File: src/rtl/instr_cache.sv
// Direct-mapped, one-word-per-line instruction cache sitting between fetch and
// instruction memory: same-cycle hits, stalled refill on miss, saturating stats.
module instr_cache #(
  parameter int NUM_BLOCKS = 4,
  parameter int CNT_W      = 16
) (
  input  logic             clk,
  input  logic             reset,
  input  logic             cpu_req,
  input  logic [31:0]      cpu_addr,
  output logic [31:0]      cpu_rdata,
  output logic             cpu_ready,
  output logic             stall,
  input  logic             flush,
  output logic             mem_req,
  output logic [31:0]      mem_addr,
  input  logic             mem_ack,
  input  logic [31:0]      mem_rdata,
  output logic [CNT_W-1:0] hit_count,
  output logic [CNT_W-1:0] miss_count
);

  localparam int IDX_W = $clog2(NUM_BLOCKS);
  localparam int TAG_W = 30 - IDX_W;

  typedef enum logic [1:0] {IDLE, FETCH, FILL} state_t;

  state_t                  state;
  logic [NUM_BLOCKS-1:0]   valid;
  logic [TAG_W-1:0]        tag_mem  [NUM_BLOCKS];
  logic [31:0]             data_mem [NUM_BLOCKS];
  logic [31:2]             miss_addr;
  logic [31:0]             fill_data;

  logic [IDX_W-1:0]        idx;
  logic [IDX_W-1:0]        miss_idx;
  logic [TAG_W-1:0]        req_tag;
  logic                    hit;
  logic                    unused_low_bits;

  assign unused_low_bits = ^cpu_addr[1:0];
  assign idx      = cpu_addr[IDX_W+1:2];
  assign req_tag  = cpu_addr[31:IDX_W+2];
  assign miss_idx = miss_addr[IDX_W+1:2];
  assign hit      = (state == IDLE) && cpu_req && valid[idx] && (tag_mem[idx] == req_tag);

  always_ff @(posedge clk) begin
    if (reset) begin
      state      <= IDLE;
      valid      <= '0;
      hit_count  <= '0;
      miss_count <= '0;
      fill_data  <= '0;
      miss_addr  <= '0;
    end else begin
      // Flush clears first so a refill write on the same edge keeps its line valid.
      if (flush)
        valid <= '0;
      case (state)
        IDLE: begin
          if (hit) begin
            if (hit_count != '1)
              hit_count <= hit_count + 1'b1;
          end else if (cpu_req) begin
            miss_addr <= cpu_addr[31:2];
            if (miss_count != '1)
              miss_count <= miss_count + 1'b1;
            state <= FETCH;
          end
        end
        FETCH: begin
          if (mem_ack) begin
            valid[miss_idx]    <= 1'b1;
            tag_mem[miss_idx]  <= miss_addr[31:IDX_W+2];
            data_mem[miss_idx] <= mem_rdata;
            fill_data          <= mem_rdata;
            state              <= FILL;
          end
        end
        default: state <= IDLE;
      endcase
    end
  end

  always_comb begin
    cpu_ready = 1'b0;
    cpu_rdata = '0;
    stall     = 1'b0;
    if (!reset) begin
      case (state)
        IDLE: begin
          if (hit) begin
            cpu_ready = 1'b1;
            cpu_rdata = data_mem[idx];
          end else if (cpu_req) begin
            stall = 1'b1;
          end
        end
        FETCH: stall = 1'b1;
        default: begin
          cpu_ready = 1'b1;
          cpu_rdata = fill_data;
        end
      endcase
    end
  end

  assign mem_req  = !reset && (state == FETCH);
  assign mem_addr = reset ? '0 : {miss_addr, 2'b00};

endmodule
File: config.mk
export PLATFORM = sky130hd
export DESIGN_NAME = instr_cache
export DESIGN_NICKNAME = d
export VERILOG_FILES = /design/src/rtl/instr_cache.sv
export SDC_FILE = /design/constraint.sdc
export NUM_CORES = 1
export LEC_CHECK = 0
export CORE_MARGIN = 5
export CORE_UTILIZATION = 50
export CTS_CLUSTER_SIZE = 8
export DETAILED_ROUTE_END_ITERATION = 8
export PLACE_DENSITY = 0.73
export SYNTH_ARGS = -nofsm -noshare
export SYNTH_HDL_FRONTEND = slang
export SYNTH_SLANG_ARGS = --single-unit
File: constraint.sdc
create_clock -name clk -period 9.2 [get_ports clk]
set_input_delay 0.92 -clock clk [delete_from_list [all_inputs] [get_ports clk]]
set_output_delay 0.92 -clock clk [all_outputs]
set_load 0.05 [all_outputs]
==> results of run 1 <==
[kinds of logic (layout without fill, tap and decap cells)]
logic type                 Yosys count  after routing  synth area share, %
adders and majority gates            2              2               0.1807
other                                1              2              0.02708
xor gates and xnor gates            22             22                1.391
buffers and inverters               65            275                2.421
and+or+nand+nor                    276            276                9.912
DFF                                340            340                66.50
muxes                              113            113                13.17
AOI/OAI and AO/OA                  131            131                6.397
[worst min-delay path, cell delays in order (launching register included)]
cell     delay, ns
dfxtp_1       0.30
nand2_1       0.05
a21oi_1       0.05
[registers in the layout, indices dropped and copies added (netlist names)]
register and cells:
hit_count 16, miss_addr 30, valid 4, fill_data 32, state 2, miss_count 16, data_mem 128, tag_mem 112
[layout make-up]
| type | instances | area [µm²] | area share [%] |
|---|---|---|---|
| clock buffers | 86 | 1344 | 7.822 |
| clock inverters | 4 | 53.80 | 0.3132 |
| inverters | 8 | 30.03 | 0.1748 |
| multi-input cells | 546 | 4342 | 25.27 |
| flip-flops and latches | 340 | 9209 | 53.60 |
| well taps | 378 | 473.0 | 2.753 |
| repair buffers | 177 | 1729 | 10.06 |
[synthesized netlist by cell type (3+ instances only)]
master,number
and3_1,6
or4_1,12
mux2_2,8
dfxtp_1,100
o31ai_1,11
mux4_2,40
nor2b_1,45
nand2_1,85
or2_2,3
buf_2,6
or3_1,8
mux2i_1,51
clkbuf_1,34
nand4_1,7
a221oi_1,3
o21ai_1,5
inv_1,8
a21o_1,4
xnor2_1,21
a21oi_1,53
mux2_1,3
nor2_1,63
and2_1,3
nor4_1,8
o21ai_0,9
mux4_1,11
nand2b_1,4
nor3_1,6
buf_1,5
buf_4,4
buf_6,7
nand3_1,19
edfxtp_1,240
a22o_1,32
[power groups by stage]
stage / clock network, mW / logic, mW / registers (mW)
2_1_floorplan: 0 / 0.136 / 1.71
3_3_place_gp: 0 / 0.212 / 1.71
3_5_place_dp: 0 / 0.215 / 1.71
4_1_cts: 1.63 / 0.216 / 1.68
5_1_grt: 1.70 / 0.230 / 1.69
6_report: 1.60 / 0.214 / 1.68
[layer usage]
layer	vias to the layer above	track usage [%]	wire [µm]
met5	-	0	0
met4	0	5.093	527
met3	44	3.619	1500
met2	245	32.81	15350
met1	4248	25.75	13020
li1	3964	-	-
[worst max-delay path by stage]
stage	startpoint	to
floorplan	mem_ack	data_mem[2][0]$_DFFE_PP_
global placement	cpu_addr[3]	cpu_rdata[28]
detailed placement	cpu_addr[3]	cpu_rdata[29]
CTS	cpu_addr[3]	cpu_rdata[28]
global route	cpu_addr[3]	cpu_rdata[28]
finish	cpu_addr[3]	cpu_rdata[28]
==> flow_summary.toml, run 1 <==
[power]
power_density_mw_per_mm2 = 203.5
p_int_mw = 2.738
total_power_mw = 3.497
ir_drop_mv = 0.1639
p_clk_share_pct = 45.7
seqPwrFrac_pct = 48.2
switching_power_mw = 0.7593
power.leakage_nw = 5.889
swShare_pct = 21.71
combPwrFrac_pct = 6.1

[setup_path]
end_kind = "output pin"
cp_top_family = "buffers and inverters"
critPathBufInv = 4
cpPeakStageDelay_ns = 0.82
r2r-start = "tag_mem[1][0]$_DFFE_PP_"
crit_type = "input port to output pin"
path_max_fanout = 48
critPathArrivalTime_ns = 5.44
rrSetupSlack_ns = 5.60
crit_cells = 12
cp_slowest_cell = "clkdlybuf4s50_1"
critical_path.most_common_cell = "buf_4"
crit_required_ns = 8.28
r2r_end = "miss_count[15]$_SDFFE_PP0P_"
worst_setup_path_start_kind = "input port"
r2r.worst_path.cells = 9
path_cells = "buf_4 > buf_4 > mux4_1 > xnor2_1 > nand4_1 > or4_4 > a221oi_4 > nand2_4 > nor2_2 > buf_4 > a22o_1 > clkdlybuf4s50_1"

[clock_network]
clk_latency_ns = 0.53
cts_resized = 0
cts.sink_count = 340
cts_tree = "yes"
clock_path_buffers = 3
numCtsBuffers = 48
htree_levels = 2
postCtsSetupBuffers = 0
clockRootBuffer = "clkbuf_16"
hold_buffers = 0
path_clk_slew_ns = 0.05

[route]
drc = 0
vias_per_cell = 5.524
drtIter0Drc = 671
wl_per_cell_um = 19.75
firstDrtPassIters = 5
antenna_left = 0
via_count = 8501
totalWireLength_um = 30400

[sta]
fin_skew_ns = 0.01458
fin_setup_tns_ns = 0
setup_viol = 0
layout_setup_ws_ns = 2.836
min_period_ns = 6.364
slew_viol_final = 0
worst_slew_pin_slew_ns = 1.063
clock.fmax_mhz = 157.1
slew-limit-headroom_pct = 28.95
whs_ns = 0.4530
hold_viol_final = 0
rsz0062_at_grt = "no"
layout_worst_path_cycle_share_pct = 69.18

[layout]
nFillCells = 2041
area_growth_pct = 24.06
layout_commonest_cell = "edfxtp_1"
post-route-util_pct = 62.35
fin_nets = 1192
layout-drive-gt1-share_pct = 11.37
design_area_mm2 = 0.01718
finalNonFillerCells = 1539
final_cell_mix = "edfxtp_1, clkdlybuf4s50_1, dfxtp_1"
diodes = 0

[logic_synthesis]
syn_area_mm2 = 0.01385
syn_inst = 950
yosys_most_used_dff = "edfxtp_1"
async_reset_ff_share_pct = 0
yosys_warnings = 0
avgSynthCellArea_um2 = 14.58
synth-edff-count = 240
synthTopCellsByArea = "edfxtp_1, dfxtp_1, mux4_2"
ys_ff_latch = 340
synth_top_area_share_pct = 52.04
synth_seq_area_share_pct = 66.50
ys_types = 54
synth_largest_area_cell = "edfxtp_1"

[outcome]
status = "finished, final reports clean"

[floorplan]
die_w_um = 176.4
ios = 168
dieHeight_um = 176.4
start_util_pct = 50.26
core_area_mm2 = 0.02755
rows = 61
dieArea_mm2 = 0.03112

[grt]
grt_pass1_vias = 8623
overflow = 0
grt_pass1_wl_um = 47690
antenna_found_initial = 0
globalRouteTotalUtil_pct = 19.27
grt_max_degree = 81

[hold_path]
min_from = "fill_data[6]$_SDFFE_PP0P_"
worst_hold_path.endpoint = "fill_data[6]$_SDFFE_PP0P_"
hold_path_depth = 2
hold_class = "register to register"

[place]
placed_cells = 1449
place_ws_ns = 2.810
dpl_cell_area_mm2 = 0.01578
place.gp.congestion = 0.8208
io_buffers = 163
hpwl_um = 17800

[job]
cap_violations = 0
Power figures use the tool's default switching activity.
==> run 2, diff against run 1 <==
Settings changed: PLACE_DENSITY 0.73 to 0.76.
Clock period 9.2 ns to 5.6 ns, I/O delays scaled along.
==> run 2 against run 1 <==
Final cell count increased by 0.19%. Clock power increased by 68%. Die area is the same. Critical endpoint is now cpu_rdata[8]. Largest cell class unchanged. Largest power group unchanged.
==> flow_summary.toml, run 2 (same netlist as run 1, synthesis figures left out) <==
[route]
vias_per_cell = 5.545
via_count = 8551
antenna_left = 0
totalWireLength_um = 30780
drc = 0
drtIter0Drc = 589
firstDrtPassIters = 5
wl_per_cell_um = 19.96

[place]
placed_cells = 1455
hpwl_um = 18670
dpl_cell_area_mm2 = 0.01579
io_buffers = 163
place.gp.congestion = 0.8305

[floorplan]
start_util_pct = 50.26
dieHeight_um = 176.4
core_area_mm2 = 0.02755
ios = 168
dieArea_mm2 = 0.03112
rows = 61
die_w_um = 176.4

[power]
combPwrFrac_pct = 6.1
power.leakage_nw = 5.997
seqPwrFrac_pct = 47.6
switching_power_mw = 1.250
power_density_mw_per_mm2 = 338.0
p_clk_share_pct = 46.3
swShare_pct = 21.49
p_int_mw = 4.568
total_power_mw = 5.818
ir_drop_mv = 0.2243

[clock_network]
cts_tree = "yes"
clk_latency_ns = 0.54
cts_resized = 0
postCtsSetupBuffers = 0
clock_path_buffers = 3
numCtsBuffers = 48
htree_levels = 2
hold_buffers = 0
clockRootBuffer = "clkbuf_16"
cts.sink_count = 340
path_clk_slew_ns = 0.05

[sta]
slew-limit-headroom_pct = 40.56
layout_worst_path_cycle_share_pct = 89.90
hold_viol_final = 0
clock.fmax_mhz = 198.6
slew_viol_final = 0
setup_viol = 0
min_period_ns = 5.034
whs_ns = 0.4509
fin_skew_ns = 0.02197
worst_slew_pin_slew_ns = 0.8916
fin_setup_tns_ns = 0
rsz0062_at_grt = "no"

[layout]
reg_top3 = "data_mem x128, tag_mem x112, fill_data x32"
design_area_mm2 = 0.01721
multiInputGateArea_mm2 = 0.004354
finalNonFillerCells = 1542
regArea_mm2 = 0.009209
area_growth_pct = 24.30
largest_register = "data_mem"
nFillCells = 2055
layout-drive-gt1-share_pct = 14.18
diodes = 0
fin_nets = 1198
final_cell_mix = "edfxtp_1, clkdlybuf4s50_1, dfxtp_1"
largest_register_ffs = 128
layout_commonest_cell = "edfxtp_1"

[outcome]
status = "finished, final reports clean"

[setup_path]
crit_required_ns = 5.04
path_max_fanout = 33
end_kind = "output pin"
critPathArrivalTime_ns = 4.47
crit_type = "input port to output pin"
worst_setup_path_start_kind = "input port"

[grt]
overflow = 0
globalRouteTotalUtil_pct = 19.54
antenna_found_initial = 0
grt_max_degree = 81
grt_pass1_wl_um = 48150
grt_pass1_vias = 8765

[job]
cap_violations = 0

[hold_path]
hold_class = "register to register"
-- run 2: changes by cell type in the layout (fill, tap and decap cells not counted), moves of 2 or more --
cell,before,now
clkbuf_1,38,35
clkinv_8,3,0
inv_16,0,2
buf_4,17,49
clkdlybuf4s50_1,160,133
-- run 2: metrics by stage --
stage	util, %	worst slack, ns
floorplan	-	0.6682
global placement	57.29	0.5260
global route	62.47	0.3085
finish	62.47	0.5656
CTS	62.47	0.5132
detailed placement	57.29	0.5407
-- run 2: cell type report --
type                       count  share of cell area [%]
clock buffer                  84                   7.887
sequential                   340                   53.50
inverter                       8                  0.1745
timing repair buffer         183                   9.988
tap                          378                   2.748
clock inverter                 3                  0.4071
multi-input combinational    546                   25.30
-- run 2: critical path: stages --
cell	delay, ns
buf_4	0.44
mux4_1	0.67
xnor2_1	0.17
nand4_1	0.13
or4_4	0.59
a221oi_4	0.28
nand2_4	0.20
nor2_2	0.38
a22o_1	0.23
clkdlybuf4s50_1	0.81
-- run 2: worst paths after layout --
kind | cells after the start | startpoint | to | slack [ns]
worst min register to register | 1 | valid[3]$_SDFF_PP0_ | valid[3]$_SDFF_PP0_ | 0.45
worst max register to register | 9 | tag_mem[1][3]$_DFFE_PP_ | miss_count[15]$_SDFFE_PP0P_ | 2.04
worst max-delay path | 10 | cpu_addr[2] | cpu_rdata[8] | 0.57
worst min-delay path | 1 | valid[3]$_SDFF_PP0_ | valid[3]$_SDFF_PP0_ | 0.45
-- run 2: power groups by stage --
stage	clock network, mW	registers (mW)	logic (mW)
2_1_floorplan	0	2.81	0.224
3_3_place_gp	0	2.81	0.350
3_5_place_dp	0	2.82	0.355
4_1_cts	2.75	2.77	0.358
5_1_grt	2.87	2.77	0.381
6_report	2.69	2.77	0.355
-- run 2: routing by layer --
| metal | share of wire, % | track usage, % |
|---|---|---|
| met1 | 43 | 26.55 |
| met2 | 49 | 32.44 |
| met3 | 5.9 | 3.683 |
| met4 | 2.2 | 5.867 |
| met5 | 0 | 0 |
